$ cat src/rtl/readout_tx_pulse_sequencer_google.sv
// Readout TX pulse sequencer: plays a stored envelope once per trigger,
// upconverted to fs/4 by rotating each sample through the I/Q quadrants.
module readout_tx_pulse_sequencer_google #(
   parameter int unsigned DATA_WIDTH          = 8,
   parameter int unsigned ENVELOPE_ADDR_WIDTH = 4
) (
   input  logic                                  clk,
   input  logic                                  rst,
   input  logic                                  envelope_wr_en,
   input  logic        [ENVELOPE_ADDR_WIDTH-1:0] envelope_wr_addr,
   input  logic signed [DATA_WIDTH-1:0]          envelope_wr_data,
   input  logic                                  pulse_length_wr_en,
   input  logic        [ENVELOPE_ADDR_WIDTH-1:0] pulse_length_wr_data,
   input  logic                                  trigger,
   output logic                                  busy,
   output logic                                  valid_out,
   output logic signed [DATA_WIDTH-1:0]          i_out,
   output logic signed [DATA_WIDTH-1:0]          q_out,
   output logic                                  start_count,
   output logic                                  finish_count
);

   localparam int unsigned AW    = ENVELOPE_ADDR_WIDTH;
   localparam int unsigned DW    = DATA_WIDTH;
   localparam int unsigned DEPTH = 1 << AW;

   localparam logic signed [DW-1:0] S_MIN = {1'b1, {(DW-1){1'b0}}};
   localparam logic signed [DW-1:0] S_MAX = {1'b0, {(DW-1){1'b1}}};

   typedef enum logic {IDLE, PLAY} state_t;

   state_t                state;
   logic [AW-1:0]         idx;         // index of the sample currently on the outputs
   logic [1:0]            phase;       // rotation quadrant of the sample on the outputs
   logic [AW-1:0]         length_reg;  // pulse length minus one
   logic signed [DW-1:0]  mem [DEPTH];

   logic [AW-1:0]         rd_idx;
   logic [1:0]            rd_phase;
   logic signed [DW-1:0]  env;
   logic signed [DW-1:0]  env_neg;
   logic signed [DW-1:0]  rot_i;
   logic signed [DW-1:0]  rot_q;

   // Envelope memory: cleared on reset, writable at any time
   always_ff @(posedge clk or posedge rst) begin
      if (rst) begin
         for (int unsigned k = 0; k < DEPTH; k++) begin
            mem[k] <= '0;
         end
      end else if (envelope_wr_en) begin
         mem[envelope_wr_addr] <= envelope_wr_data;
      end
   end

   // Next sample to present: fetch, saturating negate and quadrant rotation
   always_comb begin
      rd_idx   = (state == PLAY) ? AW'(idx + AW'(1)) : '0;
      rd_phase = (state == PLAY) ? 2'(phase + 2'd1) : 2'd0;
      env      = mem[rd_idx];
      env_neg  = (env == S_MIN) ? S_MAX : -env;
      rot_i    = '0;
      rot_q    = '0;
      case (rd_phase)
         2'd0:    rot_i = env;
         2'd1:    rot_q = env;
         2'd2:    rot_i = env_neg;
         default: rot_q = env_neg;
      endcase
   end

   // Sequencer FSM with registered sample outputs and count strobes
   always_ff @(posedge clk or posedge rst) begin
      if (rst) begin
         state        <= IDLE;
         idx          <= '0;
         phase        <= 2'd0;
         length_reg   <= '1;
         busy         <= 1'b0;
         valid_out    <= 1'b0;
         i_out        <= '0;
         q_out        <= '0;
         start_count  <= 1'b0;
         finish_count <= 1'b0;
      end else begin
         start_count  <= 1'b0;
         finish_count <= 1'b0;
         case (state)
            IDLE: begin
               if (trigger) begin
                  state        <= PLAY;
                  idx          <= '0;
                  phase        <= 2'd0;
                  busy         <= 1'b1;
                  valid_out    <= 1'b1;
                  i_out        <= rot_i;
                  q_out        <= rot_q;
                  start_count  <= 1'b1;
                  finish_count <= (length_reg == '0);
               end else begin
                  if (pulse_length_wr_en) begin
                     length_reg <= pulse_length_wr_data;
                  end
                  busy      <= 1'b0;
                  valid_out <= 1'b0;
                  i_out     <= '0;
                  q_out     <= '0;
               end
            end
            PLAY: begin
               if (idx == length_reg) begin
                  state     <= IDLE;
                  idx       <= '0;
                  phase     <= 2'd0;
                  busy      <= 1'b0;
                  valid_out <= 1'b0;
                  i_out     <= '0;
                  q_out     <= '0;
               end else begin
                  idx          <= rd_idx;
                  phase        <= rd_phase;
                  i_out        <= rot_i;
                  q_out        <= rot_q;
                  finish_count <= (rd_idx == length_reg);
               end
            end
            default: state <= IDLE;
         endcase
      end
   end

endmodule

$ cat config.mk
export PLATFORM = sky130hd
export DESIGN_NAME = readout_tx_pulse_sequencer_google
export DESIGN_NICKNAME = d
export VERILOG_FILES = /design/src/rtl/readout_tx_pulse_sequencer_google.sv
export SDC_FILE = /design/constraint.sdc
export NUM_CORES = 1
export LEC_CHECK = 0
export CAP_MARGIN = 40
export CORE_AREA = 2 2 124 126
export DETAILED_ROUTE_END_ITERATION = 8
export DIE_AREA = 0 0 126 128
export HOLD_SLACK_MARGIN = 0.08
export PLACE_DENSITY = 0.75
export SKIP_LAST_GASP = 1
export SLEW_MARGIN = 10
export SYNTH_ARGS = -nofsm -noshare
export SYNTH_HDL_FRONTEND = slang
export SYNTH_SLANG_ARGS = --single-unit
export TNS_END_PERCENT = 100
$ cat constraint.sdc
create_clock -name clk -period 5 [get_ports clk]
set_input_delay 0.75 -clock clk [delete_from_list [all_inputs] [get_ports clk]]
set_output_delay 0.75 -clock clk [all_outputs]
set_load 0.05 [all_outputs]
==> summary by stage, run 1 <==
Final layout
0 antenna diodes ended up in the layout. In the final layout, the registers with the most flip-flops are mem x128, i_out x8, q_out x8. Leaving out fill and tap cells, the most frequent cells in the layout are 153 x sky130_fd_sc_hd__dfrtp_1, 137 x sky130_fd_sc_hd__mux2_2, 40 x sky130_fd_sc_hd__clkdlybuf4s50_1. The library cell used most frequently in the layout, excluding fill and tap cells, is sky130_fd_sc_hd__dfrtp_1. The final layout contains 681 nets.

The top register by number of flip-flops is mem. The flip-flop count of the largest register, all copies and words added is 128. The area growth from synthesis to layout is 15.1%. The filler cell count is 1172. The layout cell share with drive strength beyond 1 is 32.4%.

Placement
Port buffering added 40 buffers. The post-detailed-placement half-perimeter wirelength is 13300 um. The final weighted congestion in routability-driven placement is 1.01.

Synth
The cell area that synthesis handed to floorplanning was 0.00783 mm^2. The average instance in the mapped netlist occupies 12.6 um^2. The synthesis-stage register bit count is 158. The portion of the post-synthesis area used by sequential elements is 50.6%. Counting every net in the synthesized netlist gives 643. The number of cells produced by synthesis is 620.

In the synthesized netlist the dominant register cell turns out to be sky130_fd_sc_hd__dfrtp_1. The count of cell types in the netlist is 73. The number of flops mapped to enable cells by yosys is 0. Yosys printed 0 warnings. The async set or reset register ratio after synthesis is 100%.

Setup path
At the worst endpoint, the required time is 5.31 ns. The startpoint type of the worst setup path is a flip-flop. The startpoint of the lowest-slack register-to-register path is idx[1]$_DFFE_PP0P_.

The register-to-register setup slack is 1.08 ns. Along the worst path, the maximum fanout reaches 9. At the worst endpoint, the arrival time is 4.23 ns.

For the worst flop-to-flop path, the logic depth is 10. The start-to-end type of the worst setup path is flip-flop to flip-flop. STA classifies the critical path endpoint as a flip-flop. The endpoint of the most critical register-to-register path is q_out[7]$_DFF_PP0_.

Hold path
The endpoint of the worst hold path is mem[7]$_DFFE_PP0P_. Along the worst hold path, the cell count comes to 1. The worst min-delay path category is flip-flop to flip-flop.

The origin of the worst min-delay path is mem[7]$_DFFE_PP0P_.

Clocking
The number of instances resized during post-cts repair is 0. In this run the deepest clock path goes through 2 buffers. The hold buffer count at CTS is 0. The number of buffers inserted by post-CTS setup repair is 0. The CTS tree is done. CTS built an H-tree with a depth of 4. The tree is rooted in a sky130_fd_sc_hd__clkbuf_16. Clock tree synthesis inserted a total of 17 buffers. Clock-pin slew was measured on the worst setup and hold paths at 0.06 ns. The tree built by TritonCTS fans out to 158 sinks. The later pin in the worst-skew pair is clocked with a latency of 0.43 ns.

Global route
The combined global-route utilization of all metal layers is 25.1%. The number of antenna violations at the first check in global routing is 0. The via count of the first global-routing pass is 5544. The aggregate global routing overflow is 0. Entering global routing, the biggest net connects 159 pins. The global-route wire length before repair is 30900 um.

Drt
The routed design has 19300 um of wire. The detailed router's first-iteration violation count is 444. Detailed routing inserted a total of 5413 vias. In this run the remaining antenna-violating nets after routing total 0. The ratio of routed vias to standard cells is 6.31. Dividing the detail-routed wire length by the instance count gives 22.5 um.

Before antenna repair, the detailed router went through 7 iterations. The remaining routing DRC violations is 0.

Die
The core region is 0.0149 mm^2. From bottom edge to top edge, the die measures 128 um. The initialized floorplan defines 45 standard-cell rows. The initial core utilization is 52.7%. The floorplan step defined a die boundary enclosing 0.0161 mm^2. The die is 126 um wide. The number of top-level design ports is 41.

Timing
Setup repair after global routing left no endpoint under its margin. The max-slew violation count is 0. The final hold violation count is 0. Setup violations remaining at the end of the flow were counted as 0. The relative max-transition margin is 40.8%. The setup clock skew after layout is 0.00813 ns. The worst path in the final design needs a cycle of 3.92 ns, including I/O delays and setup. Timing would allow up to 0.255 GHz.

At the pin with the least slew margin, the transition time is 0.884 ns. The final cycle utilization of the critical path is 78.4%. Adding up every negative setup slack in the final design gives 0 ns.

Status
The flow ran to the end, and the final reports show no timing, DRC or antenna violations.

Pwr
Dividing total power by cell area gives a power density of 649 mW/mm^2. The leakage dissipation is 3.86 nW. The worst-case IR drop observed on VDD is 310 uV. The design draws 5.85 mW.

Flow run
The count of maximum capacitance violations is 0.
[report_power, final]
part           internal (mW)  switching [mW]
registers               1.62           0.216
logic                   1.09            1.61
clock network          0.773           0.548
[layout make-up]
type	count	area (um^2)	share of cell area, %
Sequential cell	158	3960	43.9
Multi-Input combinational cell	413	3640	40.3
Timing Repair Buffer	56	533	5.91
Clock buffer	19	453	5.02
Tap cell	188	235	2.61
Clock inverter	12	149	1.65
Inverter	12	48.8	0.541
[per-stage QoR]
step	hold slack, ns	utilization, %	worst slack [ns]	area (um^2)	std cells
floorplan	0.470	-	1.71	7830	620
global placement	0.481	56.2	1.17	8350	819
detailed placement	0.489	56.6	1.16	8410	827
CTS	0.503	60.6	1.12	9010	858
global route	0.507	60.6	0.850	9010	858
finish	0.501	60.6	1.08	9010	858
[logic make-up after synthesis]
group                      count (synthesis)  share of synthesized area, %
muxes                                    173                          26.6
DFF                                      158                          50.6
and+or+nand+nor                          122                          8.29
AOI/OAI and AO/OA                        104                          9.78
buffers and inverters                     49                          3.00
xor gates and xnor gates                  12                          1.44
adders and majority gates                  2                         0.320
[worst max-delay path by stage]
stage                             startpoint                 end  slack [ns]  depth (start not counted)
final                     idx[1]$_DFFE_PP0P_  q_out[7]$_DFF_PP0_        1.08                         10
after global routing      idx[1]$_DFFE_PP0P_  q_out[7]$_DFF_PP0_        0.85                         10
after floorplan           idx[0]$_DFFE_PP0P_  q_out[7]$_DFF_PP0_        1.71                         14
after detailed placement  idx[1]$_DFFE_PP0P_  q_out[7]$_DFF_PP0_        1.16                         10
after global placement    idx[1]$_DFFE_PP0P_  q_out[7]$_DFF_PP0_        1.17                         10
after CTS                 idx[1]$_DFFE_PP0P_  q_out[7]$_DFF_PP0_        1.12                         10
[cells in the mapped netlist, drive strengths merged, types with 5 or more instances]
library cell | n | area (um^2)
o22ai | 7 | 43.8
nor2b | 8 | 50.1
nand3 | 14 | 75.1
o21ai | 14 | 70.1
nand3b | 5 | 37.5
buf | 14 | 104
mux2i | 21 | 210
a211oi | 9 | 67.6
mux4 | 13 | 300
mux2 | 139 | 1570
xnor2 | 9 | 78.8
nor2 | 26 | 97.6
nand2b | 7 | 43.8
dfrtp | 154 | 3850
inv | 11 | 41.3
clkbuf | 23 | 86.3
and2 | 7 | 43.8
nand2 | 29 | 111
a21oi | 21 | 109
[routing by layer]
layer	vias to the layer above	global-route usage, %	part of all wire, %
li1	2369	-	-
met2	222	39.9	46
met1	2782	32.4	43
met5	-	0	0
met3	40	8.10	7.9
met4	0	9.50	2.7
[worst max-delay path, stage by stage, from the launching register on]
cell and delay, ns:
sky130_fd_sc_hd__dfrtp_1 0.45, sky130_fd_sc_hd__ha_1 0.34, sky130_fd_sc_hd__xnor2_1 0.39, sky130_fd_sc_hd__nor2_1 0.25
sky130_fd_sc_hd__buf_4 0.24, sky130_fd_sc_hd__o32ai_1 0.33, sky130_fd_sc_hd__a22oi_2 0.25, sky130_fd_sc_hd__a31oi_1 0.64
sky130_fd_sc_hd__nand4_2 0.33, sky130_fd_sc_hd__and4_1 0.29, sky130_fd_sc_hd__o31a_1 0.28
Power figures use the tool's default switching activity.
==> run 2: changes to the inputs <==
Clock period 5 ns to 3.3 ns, I/O delays scaled along.
==> run 2 against run 1 <==
Effect of this change:
- sequential share of layout area fell by 1.8 points
- design area rose by 4.2%
- maximum frequency rose by 23%
- die area did not move
- clock power rose by 46%
- count of clock-buffer cells in the layout fell by 1
- register-to-register slack got worse by 0.96 ns
- critical path depth rose by 4
- routed wire length rose by 3.0%
- critical endpoint unchanged
- highest routed layer unchanged
==> summary by stage, run 2 (synthesis results as in run 1) <==
Clocking
The clock tree root driver cell is sky130_fd_sc_hd__clkbuf_16 (unchanged). The buffer depth of the longest clock path is 2 (unchanged). The number of buffers inserted during clock tree synthesis is 17 (unchanged). The register clock-pin slew on the reported worst setup and hold paths came to 0.06 ns (about the same). The CTS tree is done (unchanged). The number of clock sinks seen by CTS is 158 (unchanged). The number of levels in the clock H-tree came to 4 (unchanged). The hold buffer count at CTS is 0 (unchanged). The clock network latency to the later pin of the worst-skew pair is 0.44 ns (was 0.43 ns).

Setup path
The required arrival time at the worst endpoint is 3.62 ns (was 5.31 ns). The start-to-end type of the worst setup path is flip-flop to flip-flop (unchanged). The startpoint type of the worst setup path is a flip-flop (unchanged). The cell type of the slowest stage on the worst timing path is sky130_fd_sc_hd__dfrtp_2 (was sky130_fd_sc_hd__a31oi_1). The largest stage delay on the critical path is 0.46 ns (was 0.64 ns). The cell repeated most along the worst path is sky130_fd_sc_hd__inv_1. The peak fanout along the critical path is 8 (was 9). List of cells traversed by the critical path: ha_4 -> buf_4 -> and2_1 -> a21oi_1 -> o21ai_1 -> a32oi_2 -> nand2b_1 -> inv_1 -> ha_1 -> inv_1 -> a2111oi_4 -> nand4_2 -> and4_1 -> o31a_1 (was ha_1 -> xnor2_1 -> nor2_1 -> buf_4 -> o32ai_1 -> a22oi_2 -> a31oi_1 -> nand4_2 -> and4_1 -> o31a_1). The sort of element at the end of the critical path is a flip-flop (unchanged). The arrival time of the worst setup path was 3.50 ns (was 4.23 ns). The register-to-register setup slack is 0.12 ns (was 1.08 ns).

Final layout
The layout overhead on the synthesized area came to 19.9% (was 15.1%). The number of antenna cells inserted is 0 (unchanged). The number of nets in the layout came to 716 (was 681). Registers with the most flip-flops: mem x128, i_out x8, q_out x8 (unchanged). The leading cell type in the layout, fill and taps excluded is sky130_fd_sc_hd__dfrtp_1 (unchanged).

The layout cell share with drive strength beyond 1 was 37.0% (was 32.4%). The total non-filler cell area in the finished layout is 0.00939 mm^2 (was 0.00901 mm^2). The filler cell count is 1120 (was 1172). Commonest cells after routing, fill and taps aside: 153 x sky130_fd_sc_hd__dfrtp_1, 137 x sky130_fd_sc_hd__mux2_2, 44 x sky130_fd_sc_hd__buf_4 (was 153 x sky130_fd_sc_hd__dfrtp_1, 137 x sky130_fd_sc_hd__mux2_2, 40 x sky130_fd_sc_hd__clkdlybuf4s50_1).

The flip-flop count of the largest register, all copies and words added is 128 (unchanged). The top register by number of flip-flops is mem (unchanged).

Placement
The post-detailed-placement half-perimeter wirelength was 13800 um (was 13300 um). The final weighted congestion in routability-driven placement is 0.895 (was 1.01). The post-place instance area is 0.00870 mm^2 (was 0.00841 mm^2).

The number of I/O port buffers is 40 (unchanged).

Timing
The shortest period the worst path allows came to 3.18 ns (was 3.92 ns). The final cycle utilization of the critical path was 96.4% (was 78.4%). The relative max-transition margin was 47.4% (was 40.8%). The setup clock skew after layout came to 0.00886 ns (was 0.00813 ns).

The pin slew with the least headroom to its limit is 0.787 ns (was 0.884 ns). The setup TNS is 0 ns (unchanged). The final hold violation count is 0 (unchanged). The setup-violating endpoint count in the final report is 0 (unchanged).

The highest attainable clock frequency is 0.314 GHz (was 0.255 GHz). The max-slew violation count is 0 (unchanged).

Global route
The aggregate global routing overflow is 0 (unchanged). The via count of the first global-routing pass is 5574 (was 5544). The global-route wire length before repair came to 31900 um (was 30900 um). The number of antenna violations at the first check in global routing is 0 (unchanged). The maximum number of pins on one net before global-route repair is 49 (was 159). The combined global-route utilization of all metal layers is 26.1% (was 25.1%).

Drt
The detailed-router iteration count before antenna repair was 7 (unchanged). The detailed-route wire length is 19900 um (was 19300 um). The total number of vias is 5578 (was 5413).

The ratio of routed vias to standard cells is 6.24 (was 6.31). The remaining routing DRC violations was 0 (unchanged). The sum of met2 wire segment lengths after detailed routing was 9370 um (was 8990 um). The routed wire length per instance is 22.3 um (was 22.5 um). The detailed-route wire length on metal 1 is 8540 um (was 8290 um). The sum of met3 wire segment lengths after detailed routing is 1350 um (was 1520 um). The detailed router's first-iteration violation count is 474 (was 444). The highest metal layer with signal wires is met4 (unchanged). The post-detailed-route count of antenna-violating nets is 0 (unchanged).

Flow run
The count of maximum capacitance violations is 0 (unchanged).

Pwr
The leakage dissipation came to 4.04 nW (was 3.86 nW). The total power divided by cell area was 1010 mW/mm^2 (was 649 mW/mm^2). The peak supply drop is 483 uV (was 310 uV).

Die
The site row count is 45 (unchanged). The initial core utilization is 52.7% (unchanged). The height of the die is 128 um (unchanged).

The number of top-level design ports was 41 (unchanged). The core area is 0.0149 mm^2 (unchanged). The width of the die is 126 um (unchanged). The floorplan die area came to 0.0161 mm^2 (unchanged).

Hold path
The worst min-delay path category is flip-flop to flip-flop (unchanged).

Status
Run status: completed (unchanged).
[run 2: changes by cell type in the layout (fill, tap and decap cells not counted), moves of 2 or more]
cell | previous run | this run
sky130_fd_sc_hd__clkbuf_8 | 2 | 0
sky130_fd_sc_hd__inv_8 | 1 | 3
sky130_fd_sc_hd__buf_12 | 1 | 6
sky130_fd_sc_hd__nand2_2 | 1 | 3
sky130_fd_sc_hd__nand2_1 | 28 | 26
sky130_fd_sc_hd__buf_4 | 15 | 44
[run 2: layout make-up]
type                    instances  area [um^2]  share of cell area [%]
well taps                     188          235                    2.50
multi-input cells             413         3700                    39.4
inverters                      12         48.8                   0.520
clock buffers                  18          429                    4.57
repair buffers                 91          876                    9.33
flip-flops and latches        158         3960                    42.2
clock inverters                14          145                    1.55
[run 2: final timing paths]
| path | endpoint | startpoint | cells after the start |
|---|---|---|---|
| worst max-delay path | q_out[7]$_DFF_PP0_ | idx[0]$_DFFE_PP0P_ | 14 |
| worst min-delay path | mem[7]$_DFFE_PP0P_ | mem[7]$_DFFE_PP0P_ | 1 |
| worst max register to register | q_out[7]$_DFF_PP0_ | idx[0]$_DFFE_PP0P_ | 14 |
| worst min register to register | mem[7]$_DFFE_PP0P_ | mem[7]$_DFFE_PP0P_ | 1 |
| max in group asynchronous | mem[77]$_DFFE_PP0P_ | rst | 3 |
| min in group asynchronous | valid_out$_DFFE_PP0P_ | rst | 2 |
[run 2: where the power goes]
part,internal (mW),switching (mW),leakage [nW]
registers,2.46,0.330,1.95
logic,2.17,2.62,1.81
clock network,1.06,0.868,0.278
total,5.70,3.82,4.04
[run 2: worst max-delay path: cells and delay by family, from the launching register on]
| family | cells | cell delay, ns |
|---|---|---|
| compound gates | 5 | 1.16 |
| simple gates | 4 | 0.76 |
| flops | 1 | 0.46 |
| buf+inv | 3 | 0.34 |
| fa+ha+maj | 2 | 0.34 |
[run 2: per-layer routing]
layer  GRT usage (%)  up-vias
met4            10.3        0
met2            41.1      238
met3            6.76       50
met5               0        -
met1            34.9     2836
li1                -     2454
[run 2: through the flow]
step                      cells  hold WS [ns]  worst slack, ns  util [%]  total power, mW
after CTS                   889         0.502           0.0285      62.4             9.28
after global routing        894         0.519          -0.0196      63.2             10.1
final                       894         0.502            0.119      63.2             9.52
after floorplan             620         0.470          0.00725         -             5.80
after detailed placement    857         0.488           0.0918      58.5             7.32
after global placement      857         0.482            0.171      58.5             7.19
[run 2: what timing repair did]
| action | CTS | global route |
|---|---|---|
| endpoints found under the setup margin | 0 | 15 |
| resized for setup | 0 | 11 |
| setup buffers | 0 | 4 |
==> run 3: changes to the inputs <==
Settings changed: CORE_AREA 2 2 124 126 to 2 2 118 120, DIE_AREA 0 0 126 128 to 0 0 120 122, GPL_ROUTABILITY_DRIVEN set to 1, PLACE_DENSITY 0.75 to 0.78.
Clock period 3.3 ns to 3.6 ns, I/O delays scaled along.
==> run 3 against run 2 <==
Effect of this change:
- first-iteration DRC count increased by 8.0%
- critical endpoint unchanged
- flip-flop and latch count stayed put
- die area is 9.2% lower
- count of clock-buffer cells in the layout up 2
- sequential share of layout area increased by 1.1 points
- final cell count shrank 2.9%
- critical path depth fell by 6
- worst setup slack improved by 0.014 ns
- maximum frequency shrank 8.3%
==> summary by stage, run 3 (synthesis results as in run 1) <==
Setup path
The peak fanout along the critical path is 16 (was 8). The capturing element of the worst setup path is q_out[7]$_DFF_PP0_ (unchanged). The cell type of the slowest stage on the worst timing path was sky130_fd_sc_hd__mux4_1 (was sky130_fd_sc_hd__dfrtp_2).

The cell repeated most along the worst path was sky130_fd_sc_hd__buf_4 (was sky130_fd_sc_hd__inv_1). The sort of element at the end of the critical path is a flip-flop (unchanged). The number of cells on the worst reg-to-reg path is 8 (was 14).

The gate family responsible for the most delay along the worst path is multiplexers (was compound AO/OA/AOI/OAI gates). The startpoint of the lowest-slack register-to-register path is idx[0]$_DFFE_PP0P_ (unchanged). The required arrival time at the worst endpoint is 3.90 ns (was 3.62 ns). The register-to-register setup slack is 0.13 ns (was 0.12 ns).

The arrival time of the worst setup path is 3.77 ns (was 3.50 ns). The start-to-end type of the worst setup path was flip-flop to flip-flop (unchanged). The number of cells on the critical path is 8 (was 14). The startpoint type of the worst setup path is a flip-flop (unchanged).

List of cells traversed by the critical path: buf_4 -> buf_4 -> mux4_1 -> mux2_4 -> a2111oi_4 -> nand4_4 -> and4_1 -> o31a_1 (was ha_4 -> buf_4 -> and2_1 -> a21oi_1 -> o21ai_1 -> a32oi_2 -> nand2b_1 -> inv_1 -> ha_1 -> inv_1 -> a2111oi_4 -> nand4_2 -> and4_1 -> o31a_1). The largest stage delay on the critical path came to 0.65 ns (was 0.46 ns). The sum of buffers and inverters on the critical path was 2 (was 3). The endpoint of the most critical register-to-register path is q_out[7]$_DFF_PP0_ (unchanged).

The launch point of the critical path is idx[0]$_DFFE_PP0P_ (unchanged).

Global route
The aggregate global routing overflow came to 0 (unchanged). The via count of the first global-routing pass is 5510 (was 5574). The global-route wire length before repair is 30900 um (was 31900 um). The number of antenna violations at the first check in global routing is 0 (unchanged). The combined global-route utilization of all metal layers came to 28.1% (was 26.1%).

The maximum number of pins on one net before global-route repair came to 57 (was 49).

Pwr
The leakage dissipation came to 3.92 nW (was 4.04 nW). The total power divided by cell area is 915 mW/mm^2 (was 1010 mW/mm^2). The fraction of power consumed by combinational cells is 47.4% (was 50.4%).

The power spent charging and discharging nets came to 3.32 mW (was 3.82 mW). The power consumption was 8.38 mW (was 9.52 mW). The net switching fraction of the power is 39.6% (was 40.1%). The part of the total power dissipated in the clock network is 21.9% (was 20.3%). The peak supply drop is 457 uV (was 483 uV). The part of the power in registers was 30.7% (was 29.3%). The internal power component came to 5.06 mW (was 5.70 mW).

Placement
The post-place instance area was 0.00853 mm^2 (was 0.00870 mm^2). The count of placed standard cells including taps is 836 (was 857). The number of I/O port buffers came to 40 (unchanged). The final weighted congestion in routability-driven placement is 0.890 (was 0.895).

The post-place setup slack is 0.115 ns (was 0.0918 ns). The post-detailed-placement half-perimeter wirelength is 13400 um (was 13800 um).

Timing
The max-slew violation count was 0 (unchanged). The setup-violating endpoint count in the final report is 0 (unchanged). Setup repair after global routing could not meet its margin everywhere. The relative max-transition margin was 50.5% (was 47.4%). The post-layout worst setup margin is 0.133 ns (was 0.119 ns). The final hold violation count is 0 (unchanged).

The final cycle utilization of the critical path is 96.3% (was 96.4%). The pin slew with the least headroom to its limit is 0.740 ns (was 0.787 ns). The highest attainable clock frequency came to 0.288 GHz (was 0.314 GHz). The setup clock skew after layout was 0.00748 ns (was 0.00886 ns). The smallest hold slack is 0.435 ns (was 0.502 ns).

The shortest period the worst path allows is 3.47 ns (was 3.18 ns).

Clocking
The clock network latency to the later pin of the worst-skew pair is 0.42 ns (was 0.44 ns). The clock tree root driver cell is sky130_fd_sc_hd__clkbuf_16 (unchanged). The CTS tree is done (unchanged). The number of clock sinks seen by CTS is 158 (unchanged).

The register clock-pin slew on the reported worst setup and hold paths came to 0.06 ns (about the same). The number of levels in the clock H-tree is 4 (unchanged). The buffer depth of the longest clock path is 2 (unchanged). The number of buffers inserted during clock tree synthesis is 17 (unchanged).

Flow run
The count of maximum capacitance violations was 0 (unchanged).

Drt
The remaining routing DRC violations was 0 (unchanged). The post-detailed-route count of antenna-violating nets is 0 (unchanged). The detailed-route wire length is 19300 um (was 19900 um). The detailed-router iteration count before antenna repair came to 5 (was 7).

The ratio of routed vias to standard cells is 6.29 (was 6.24). The routed wire length per instance is 22.3 um (about the same). The detailed router's first-iteration violation count is 512 (was 474). The total number of vias is 5457 (was 5578).

Final layout
Registers with the most flip-flops: mem x128, i_out x8, q_out x8 (unchanged). The total non-filler cell area in the finished layout was 0.00915 mm^2 (was 0.00939 mm^2). The number of antenna cells inserted is 0 (unchanged). The top register by number of flip-flops is mem (unchanged). The register cell area after layout is 0.00396 mm^2 (unchanged). The number of nets in the layout is 698 (was 716). The area of the multi-input gates came to 0.00365 mm^2 (was 0.00370 mm^2). The layout overhead on the synthesized area is 16.9% (was 19.9%). The filler cell count is 953 (was 1120). The leading cell type in the layout, fill and taps excluded is sky130_fd_sc_hd__dfrtp_1 (unchanged). The flip-flop count of the largest register, all copies and words added is 128 (unchanged). Commonest cells after routing, fill and taps aside: 153 x sky130_fd_sc_hd__dfrtp_1, 137 x sky130_fd_sc_hd__mux2_2, 40 x sky130_fd_sc_hd__clkdlybuf4s50_1 (was 153 x sky130_fd_sc_hd__dfrtp_1, 137 x sky130_fd_sc_hd__mux2_2, 44 x sky130_fd_sc_hd__buf_4). The layout cell share with drive strength beyond 1 was 34.2% (was 37.0%). The post-route non-filler standard cell count is 868 (was 894).

Status
Run status: completed (unchanged).

Hold path
The worst min-delay path category was primary input to async pin (was flip-flop to flip-flop).

Die
The number of top-level design ports is 41 (unchanged). The initial core utilization came to 58.0% (was 52.7%). The site row count is 43 (was 45). The core area came to 0.0135 mm^2 (was 0.0149 mm^2). The floorplan die area is 0.0146 mm^2 (was 0.0161 mm^2). The width of the die is 120 um (was 126 um). The height of the die is 122 um (was 128 um).
[run 3: power by group through the flow]
stage | clock, mW | combinational, mW | sequential, mW
after floorplan | 0 | 2.67 | 2.66
after global placement | 0 | 3.78 | 2.56
after detailed placement | 0 | 3.84 | 2.59
after CTS | 1.86 | 3.88 | 2.57
after global routing | 1.94 | 4.25 | 2.62
final | 1.83 | 3.97 | 2.57
[run 3: area by class of cell]
class,count,area share [%]
flip-flops and latches,158,43.3
multi-input cells,413,39.9
repair buffers,73,7.22
clock buffers,20,4.88
well taps,180,2.46
clock inverters,12,1.75
inverters,12,0.533
[run 3: repair_timing]
| action | 4_1_cts | 5_1_grt |
|---|---|---|
| setup buffers | 0 | 0 |
| setup endpoints to repair | 0 | 7 |
| hold buffers | 0 | 0 |
| gates resized for setup | 0 | 3 |
[run 3: how the worst min path moves through the flow]
stage	from	endpoint	slack, ns	depth (start not counted)
3_5_place_dp	mem[71]$_DFFE_PP0P_	mem[71]$_DFFE_PP0P_	0.49	1
3_3_place_gp	mem[107]$_DFFE_PP0P_	mem[107]$_DFFE_PP0P_	0.48	1
6_report	rst	mem[55]$_DFFE_PP0P_	0.44	2
4_1_cts	rst	mem[55]$_DFFE_PP0P_	0.43	2
5_1_grt	rst	mem[55]$_DFFE_PP0P_	0.45	2
2_1_floorplan	mem[107]$_DFFE_PP0P_	mem[107]$_DFFE_PP0P_	0.47	1
[run 3: worst register-to-register path, cell delays in order (launching register included)]
cell	delay [ns]
sky130_fd_sc_hd__dfrtp_2	0.45
sky130_fd_sc_hd__buf_4	0.30
sky130_fd_sc_hd__buf_4	0.30
sky130_fd_sc_hd__mux4_1	0.65
sky130_fd_sc_hd__mux2_4	0.32
sky130_fd_sc_hd__a2111oi_4	0.57
sky130_fd_sc_hd__nand4_4	0.24
sky130_fd_sc_hd__and4_1	0.26
sky130_fd_sc_hd__o31a_1	0.28
[run 3: per-layer routing]
metal / wire length [um] / GRT usage (%) / share of wire, %
met1: 8250 / 38.4 / 43
met2: 9210 / 44.3 / 48
met3: 1250 / 5.43 / 6.5
met4: 617 / 12.1 / 3.2
met5: 0 / 0 / 0
[run 3: stage by stage]
| stage | utilization [%] | TNS [ns] |
|---|---|---|
| after global routing | 67.8 | -0.00748 |
| after CTS | 67.7 | 0 |
| after detailed placement | 63.2 | 0 |
| after floorplan | - | 0 |
| final | 67.8 | 0 |
| after global placement | 63.1 | 0 |
